### src/rtl/memory_game_ctrl.sv
// Round controller for the memorization game: shows a random BCD target, collects
// keypad digits, compares them and tracks score, lives and the per-round digit count.
module memory_game_ctrl #(
  parameter int DIGITS_MAX    = 8,
  parameter int DIGITS_START  = 4,
  parameter int SHOW_TICKS    = 3,
  parameter int ENTRY_TIMEOUT = 20,
  parameter int LIVES         = 3,
  localparam int LW = $clog2(DIGITS_MAX + 1),
  localparam int W  = 4 * DIGITS_MAX
) (
  input  logic          clk,
  input  logic          rst,
  input  logic          tick,
  input  logic          start,
  input  logic [W-1:0]  rand_in,
  input  logic          key_valid,
  input  logic [3:0]    key_digit,
  output logic [W-1:0]  show_value,
  output logic [LW-1:0] show_len,
  output logic [LW-1:0] entry_cnt,
  output logic [2:0]    phase,
  output logic          correct,
  output logic          wrong,
  output logic [7:0]    score,
  output logic [3:0]    lives,
  output logic          game_over
);

  localparam int TMAX = (SHOW_TICKS > ENTRY_TIMEOUT) ? SHOW_TICKS : ENTRY_TIMEOUT;
  localparam int TW   = $clog2(TMAX + 1);

  typedef enum logic [2:0] {
    IDLE, LOAD, SHOW, ENTER, CHECK, RESULT, OVER
  } stateT;

  stateT         state, stateNext;
  logic [W-1:0]  target, targetNext;
  logic [W-1:0]  entry, entryNext;
  logic [TW-1:0] tickCnt, tickNext;
  logic          roundPass, passNext;
  logic [W-1:0]  lenMask;
  logic [W-1:0]  showValueNext;
  logic [LW-1:0] showLenNext, entryCntNext;
  logic [7:0]    scoreNext;
  logic [3:0]    livesNext;
  logic [2:0]    phaseNext;
  logic          correctNext, wrongNext;
  logic          goResult, resultPass;

  // Nibble mask selecting the digits that are active in the current round.
  always_comb begin
    lenMask = '0;
    for (int i = 0; i < DIGITS_MAX; i++) begin
      lenMask[4*i +: 4] = (i < int'(show_len)) ? 4'hF : 4'h0;
    end
  end

  always_ff @(posedge clk) begin
    if (rst) begin
      state      <= IDLE;
      target     <= '0;
      entry      <= '0;
      tickCnt    <= '0;
      roundPass  <= 1'b0;
      show_value <= '0;
      show_len   <= LW'(DIGITS_START);
      entry_cnt  <= '0;
      phase      <= 3'd0;
      correct    <= 1'b0;
      wrong      <= 1'b0;
      score      <= 8'd0;
      lives      <= 4'(LIVES);
      game_over  <= 1'b0;
    end else begin
      state      <= stateNext;
      target     <= targetNext;
      entry      <= entryNext;
      tickCnt    <= tickNext;
      roundPass  <= passNext;
      show_value <= showValueNext;
      show_len   <= showLenNext;
      entry_cnt  <= entryCntNext;
      phase      <= phaseNext;
      correct    <= correctNext;
      wrong      <= wrongNext;
      score      <= scoreNext;
      lives      <= livesNext;
      game_over  <= (stateNext == OVER);
    end
  end

  always_comb begin
    stateNext    = state;
    targetNext   = target;
    entryNext    = entry;
    tickNext     = tickCnt;
    passNext     = roundPass;
    showLenNext  = show_len;
    entryCntNext = entry_cnt;
    scoreNext    = score;
    livesNext    = lives;
    correctNext  = 1'b0;
    wrongNext    = 1'b0;
    goResult     = 1'b0;
    resultPass   = 1'b0;

    case (state)
      IDLE: begin
        if (start) stateNext = LOAD;
      end
      LOAD: begin
        targetNext   = rand_in & lenMask;
        entryNext    = '0;
        entryCntNext = '0;
        tickNext     = '0;
        stateNext    = SHOW;
      end
      SHOW: begin
        if (tick) begin
          if (tickCnt == TW'(SHOW_TICKS - 1)) begin
            tickNext  = '0;
            stateNext = ENTER;
          end else begin
            tickNext = tickCnt + TW'(1);
          end
        end
      end
      // A valid key takes priority over a coincident tick and restarts the timeout.
      ENTER: begin
        if (key_valid && (key_digit <= 4'd9)) begin
          entryNext    = {entry[W-5:0], key_digit};
          entryCntNext = entry_cnt + LW'(1);
          tickNext     = '0;
          if (entryCntNext == show_len) stateNext = CHECK;
        end else if (tick) begin
          if (tickCnt == TW'(ENTRY_TIMEOUT - 1)) begin
            goResult   = 1'b1;
            resultPass = 1'b0;
          end else begin
            tickNext = tickCnt + TW'(1);
          end
        end
      end
      CHECK: begin
        goResult   = 1'b1;
        resultPass = (((entry ^ target) & lenMask) == '0);
      end
      RESULT: begin
        stateNext = (roundPass || (lives != 4'd0)) ? LOAD : OVER;
      end
      OVER: begin
        if (start) begin
          scoreNext   = 8'd0;
          livesNext   = 4'(LIVES);
          showLenNext = LW'(DIGITS_START);
          stateNext   = LOAD;
        end
      end
      default: stateNext = IDLE;
    endcase

    // Score, lives and round length update on the same edge that raises the pulse.
    if (goResult) begin
      stateNext = RESULT;
      passNext  = resultPass;
      if (resultPass) begin
        correctNext = 1'b1;
        scoreNext   = (score == 8'd255) ? score : score + 8'd1;
        showLenNext = (show_len == LW'(DIGITS_MAX)) ? show_len : show_len + LW'(1);
      end else begin
        wrongNext = 1'b1;
        livesNext = (lives == 4'd0) ? lives : lives - 4'd1;
      end
    end
  end

  always_comb begin
    showValueNext = show_value;
    phaseNext     = phase;
    case (stateNext)
      IDLE:   begin showValueNext = '0;         phaseNext = 3'd0; end
      LOAD:   phaseNext = 3'd1;
      SHOW:   begin showValueNext = targetNext; phaseNext = 3'd1; end
      ENTER:  begin showValueNext = entryNext;  phaseNext = 3'd2; end
      CHECK:  phaseNext = 3'd3;
      RESULT: phaseNext = 3'd3;
      OVER:   begin showValueNext = targetNext; phaseNext = 3'd4; end
      default: phaseNext = 3'd0;
    endcase
  end

endmodule

### config.mk
export PLATFORM = sky130hd
export DESIGN_NAME = memory_game_ctrl
export DESIGN_NICKNAME = d
export VERILOG_FILES = /design/src/rtl/memory_game_ctrl.sv
export SDC_FILE = /design/constraint.sdc
export NUM_CORES = 1
export LEC_CHECK = 0
export ABC_AREA = 1
export CAP_MARGIN = 40
export CORE_ASPECT_RATIO = 0.6
export CORE_UTILIZATION = 50
export CTS_CLUSTER_DIAMETER = 150
export DETAILED_ROUTE_END_ITERATION = 8
export DONT_BUFFER_PORTS = 1
export PLACE_DENSITY = 0.61
export SLEW_MARGIN = 20
export SYNTH_ARGS = -nofsm -noshare
export SYNTH_HDL_FRONTEND = slang
export SYNTH_SLANG_ARGS = --single-unit
export TNS_END_PERCENT = 30
### constraint.sdc
create_clock -name clk -period 5.36 [get_ports clk]
set_input_delay 0.804 -clock clk [delete_from_list [all_inputs] [get_ports clk]]
set_output_delay 0.804 -clock clk [all_outputs]
set_load 0.02 [all_outputs]
* Word-level counts from Yosys, hierarchy flattened *
Cells that the tools add are included.

word-level totals
  register bits after elaboration = 131
  bits of input ports = 41
  logic and storage cells = 124

operators by class
  add/subtract/negate cells = 5
  $lt $le $gt $ge = 9
  equal/unequal tests = 24
  muxes and demuxes = 51
  bitwise gates (word level) = 4
  reductions and logical operators = 17

operators with widths
  cell                                                                          number
  32-bit case mux with 3 select lines                                           1
  4-bit 2-to-1 mux                                                              19
  32-bit bitwise AND                                                            2
  32-bit 2-to-1 mux                                                             2
  32-bit case mux with 2 select lines                                           1
  8-bit 2-to-1 mux                                                              5
  32-bit logical NOT                                                            1
  32-bit bitwise XOR                                                            1
  5-bit 2-to-1 mux                                                              5
  3-bit 2-to-1 mux                                                              7
  3-bit == test (second input constant)                                         6
  3-bit case mux with 6 select lines                                            1
  3-bit by 4-bit less-than comparator with 1-bit output (first input constant)  4
  3-bit != test (second input constant)                                         5
  5-bit case mux with 3 select lines                                            1
  3-bit by 2-bit == test with 1-bit output (second input constant)              4
  3-bit case mux with 4 select lines                                            1
  2-bit OR reduction                                                            5
  4-bit by 1-bit adder with 4-bit output (second input constant)                2
  8-bit by 1-bit adder with 8-bit output (second input constant)                1
  8-bit == test (second input constant)                                         1
  1-bit by 4-bit less-than comparator with 1-bit output (first input constant)  2
  2-bit by 4-bit less-than comparator with 1-bit output (first input constant)  2
  4-bit case mux with 2 select lines                                            1
  21 further kinds                                                              30

* Logic depth before layout (Yosys ltp) *
  depth in word-level cells = 9
  depth in mapped cells = 18
  depth with buffers taken out = 16

* Least setup slack after synthesis *
OpenSTA, ideal clock, no wires.

  path type = input -> register
  from = input key_digit[1]
  to = register show_value[0]
  setup time = 111 ps
  arrival time = 2097 ps
  path slack = 3152 ps
  stages = 14
  buffers on the path = 2
  cell sequence = o21ai_0 > nand2_1 > nand2_1 > nand3_1 > nor2_1 > nand2_4 > nand2_4 > nand2_1 > nand2_1 > buf_6 > buf_6 > nand2_1 > nand2_1 > nor2_1

on the way
  cells in the longest elaborated chain, start to end = 8
  elaborated cells on any way between the ends = 16
  those cells by class = 1 x order compare; 3 x eq/ne; 8 x mux; 4 x reduce/logical

RTL lines
  item                                                                                      line  text
  start: declaration                                                                        18    input logic [3:0] key_digit,
  4-bit <= comparator (*)                                                                   131   if (key_valid && (key_digit <= 4'd9)) begin
  1-bit logical AND (*)                                                                     131
  3-bit 2-to-1 mux or 1-bit 2-to-1 mux (tied branches)                                      131
  3-bit case mux with 6 select lines or 1-bit case mux with 2 select lines (tied branches)  108   case (state)
  3-bit 2-to-1 mux                                                                          164   if (goResult) begin
  3-bit == test or 3-bit by 2-bit == test with 1-bit output (tied branches)                 181   case (stateNext)
  2-bit OR reduction (no source line)                                                       n/a
  32-bit case mux with 3 select lines or 3-bit nonzero test (tied branches)                 n/a
  end signal: assignment                                                                    81    show_value <= showValueNext;
  end: declaration                                                                          19    output logic [W-1:0] show_value,

Mark *: on every way between the ends. The rest lies on a longest branch, timed or not.
A chain may end at the register's enable or synchronous reset.

* Worst setup path in the final report *
  from = register state[2]
  to = register show_value[18]

on the way
  cells in the longest elaborated chain, start to end = 7
  elaborated cells on any way between the ends = 25
  those cells by class = 9 x eq/ne; 11 x mux; 5 x reduce/logical

RTL lines
  item                                                                       line  text
  start: declaration                                                         37    stateT state, stateNext;
  start signal: assignment                                                   76    state <= stateNext;
  3-bit == test (tied with other cells)                                      108
  2-bit OR reduction (no source line) (tied with other cells)                n/a
  3-bit case mux with 6 select lines                                         108
  3-bit 2-to-1 mux                                                           164
  3-bit == test or 3-bit by 2-bit == test with 1-bit output (tied branches)  181
  2-bit OR reduction (no source line)                                        n/a
  32-bit case mux with 3 select lines or 3-bit nonzero test (tied branches)  n/a

Parallel ways exist; a longest one is shown, timed or not.

==> out/qor.csv <==
stage,metric,value,unit
setup_path,slowest_delay,570,ps
setup_path,worstReg2RegStart,state[2],
setup_path,worstPathCellList,inv_2 > nand2_2 > nor2_4 > buf_4 > inv_2 > buf_4 > nand3_1 > nor2_1 > nand2_4 > nand2_4 > nand2_1 > nand2_2 > buf_4 > nand2_1 > nand2_1 > nor2_1,
floorplan,rows,33,
yosys,synth_seq_cells,131,
yosys,synth_fa_ha_area_frac,0.0140,
sta,grt_setup_unrepaired,false,
drt,drc,0,
final_layout,fin_nets,1184,
drt,vias,6658,
final_layout,post_route_cells_drive_above_1_share,0.0497,
clock_network,clkTransAtPathRegs,60,ps
yosys,synthXorXnorAreaFrac,0.0270,
yosys,yosys.area_share.simple,0.392,
sta,clock_skew,6.04,ps
clock_network,cts_resized,0,
place,port_buffers,0,
clock_network,clock_sinks,131,
floorplan,core_area,0.0138,mm2
setup_path,critical_path.top_delay_family,simple AND/OR/NAND/NOR gates,
pwr,power.leakage,3.78,nW
global_route,grt_usage,0.280,
pwr,swShare,0.282,
drt,drt_wl_total,19600,um
setup_path,cp_max_fo,40,
yosys,synth_cell_types,32,
drt,dr.pass1.iters,5,
yosys,synth-seq-area-share,0.367,
yosys,synthCells,1158,
global_route,busiest_layer,met1,
drt,viasPerCell,4.97,
setup_path,worstPathArrival,3860,ps
hold_path,hold_start,rst,
floorplan,die_area,0.0148,mm2
global_route,grt_max_degree,81,
clock_network,cts_buffers,17,
global_route,grt_pass1_wl,31600,um
setup_path,r2r-end,show_value[18],
floorplan,io_pins,99,
setup_path,slowest_stage,nand2_2,
yosys,synth_fp_nets,1207,
flow_run,max_cap_viol_count,0,
clock_network,clkLatencyLatePin,420,ps
sta,fin_setup_tns,0,ps
sta,fmax,282,MHz
pwr,total_power,2.83,mW
setup_path,rrSetupSlack,1820,ps
global_route,use_met2,0.387,
final_layout,area_growth,10.9,%
sta,hold_viol,0,
place,hpwl,13600,um
global_route,grtUsageMet3,0.0555,
yosys,synth-compound-area-share,0.0652,
setup_path,cp-start-kind,flop,
yosys,synthFlopType,dfxtp_1,
pwr,internal-power,2.03,mW
global_route,use_met1,0.425,
pwr,vdd_ir_drop_max,0.000191,V
yosys,synthMuxAreaShare,0,
setup_path,critPathCaptureType,flop,
setup_path,criticalPathCategory,reg2reg,
pwr,powerDensity,357,mW/mm2
sta,slew_headroom,0.446,
pwr,seq_power_share,0.389,
drt,wl_per_cell,14.7,um
yosys,ys.warnings.count,0,
clock_network,cts_tree,yes,
yosys,synth_top_family_by_area,simple AND/OR/NAND/NOR gates,
floorplan,initial_core_util,0.518,
hold_path,hold_class,in2reg,
global_route,grt_overflow,0,
clock_network,postCtsSetupBuffers,0,
yosys,syn-cell-area,0.00714,mm2
pwr,p_sw,0.797,mW
sta,drv_slew,0,
yosys,synth_edf_count,0,
hold_path,holdPathStages,1,
yosys,syn_area_per_cell,6.17,um2
yosys,synthArstFlopShare,0,
clock_network,cts_buffer_depth,2,
setup_path,critical_path_buf_inv_count,5,
setup_path,ff2ff_path_depth,16,
setup_path,cp_data_required_time,5680,ps
clock_network,holdBufCountCts,0,
final_layout,num_antenna_cells,0,
drt,drt_iter0_markers,570,
pwr,pwr-share-comb,0.131,
final_layout,final_cell_mix,"350 x nand2_1, 188 x inv_1, 180 x nor2_1",
floorplan,die_y,94.6,um
pwr,p_clk_frac,0.480,
status,status,finished clean,
global_route,grt_pass1_vias,6060,
clock_network,root_buffer,clkbuf_16,
sta,setup_violations,0,
hold_path,hold_end,target[0],
sta,period_share,0.661,
sta,worstMarginPinSlew,829,ps
drt,ant_nets,0,
sta,finalCriticalPeriod,3540,ps
place,finalWeightedCongestion,0.832,
floorplan,dieWidth,156,um
global_route,grt_antenna_before_repair,0,
clock_network,htree_levels,4,
final_layout,final_common_cell,nand2_1,
synth_stat cells, types with 6 or more instances:
master    instances  area share
a22oi_1           9      0.0095
xor2_1           14       0.017
nand3_1          63       0.044
buf_2            10      0.0070
inv_1           188       0.099
nor2_1          180       0.095
xnor2_1           8      0.0098
clkbuf_1         30       0.016
and2_1           12       0.011
o21ai_0          44       0.031
dfxtp_1         131        0.37
nand4_1          43       0.038
a21oi_1          19       0.013
ha_1              8       0.014
o21a_1            8      0.0084
nor3_1            6      0.0042
nand2_1         351        0.18
per-layer routing:
layer / up-vias / share of wire
li1: 3477 / -
met1: 2941 / 0.53
met2: 219 / 0.38
met3: 21 / 0.079
met4: 0 / 0.0098
met5: - / 0
kinds of logic (layout without fill, tap and decap cells):
kind of cell / Yosys count / in the layout
AO/OA/AOI/OAI: 84 / 84
XOR/XNOR: 22 / 22
adder cells (fa/ha/maj): 8 / 8
buffers and inverters: 243 / 233
flip-flops: 131 / 131
AND/OR/NAND/NOR: 670 / 670
worst max-delay path by stage:
stage                       from              to  slack (ps)  cells after the start
detailed placement  key_digit[1]  show_value[18]        1510                     13
floorplan           key_digit[1]   show_value[0]        3150                     14
global placement    key_digit[1]  show_value[17]        1640                     13
global route            state[2]  show_value[20]        1560                     16
finish                  state[2]  show_value[18]        1820                     16
CTS                     state[2]  show_value[18]        1870                     16
power groups by stage:
stage | Sequential (mW) | Clock [mW] | Combinational (mW)
floorplan | 1.11 | 0 | 0.298
global placement | 1.12 | 0 | 0.346
detailed placement | 1.12 | 0 | 0.353
CTS | 1.10 | 1.37 | 0.357
global route | 1.11 | 1.41 | 0.419
finish | 1.10 | 1.36 | 0.370
area by class of cell:
type / instances / area, um2
Fill cell: 1424 / 5870
Multi-Input combinational cell: 784 / 3570
Sequential cell: 131 / 2620
Inverter: 194 / 728
Clock buffer: 20 / 457
Tap cell: 192 / 240
Clock inverter: 12 / 226
Timing Repair Buffer: 7 / 80.1
flip-flops by register name (all words and copies together) (netlist names):
register	count
entry	32
show_value	32
target	32
score	8
tickCnt	5
entry_cnt	4
lives	4
show_len	4
phase	3
state	3
correct	1
game_over	1
roundPass	1
wrong	1
through the flow:
stage / setup slack (ps) / util / hold WS (ps) / std cells / area [um2]
finish: 1820 / 0.574 / 459 / 1340 / 7920
global route: 1560 / 0.574 / 448 / 1340 / 7920
CTS: 1870 / 0.572 / 445 / 1339 / 7890
detailed placement: 1510 / 0.523 / 460 / 1307 / 7210
global placement: 1640 / 0.522 / 462 / 1306 / 7200
floorplan: 3150 / - / 445 / 1158 / 7140
Note: power is estimated with default switching activity, not from simulation.
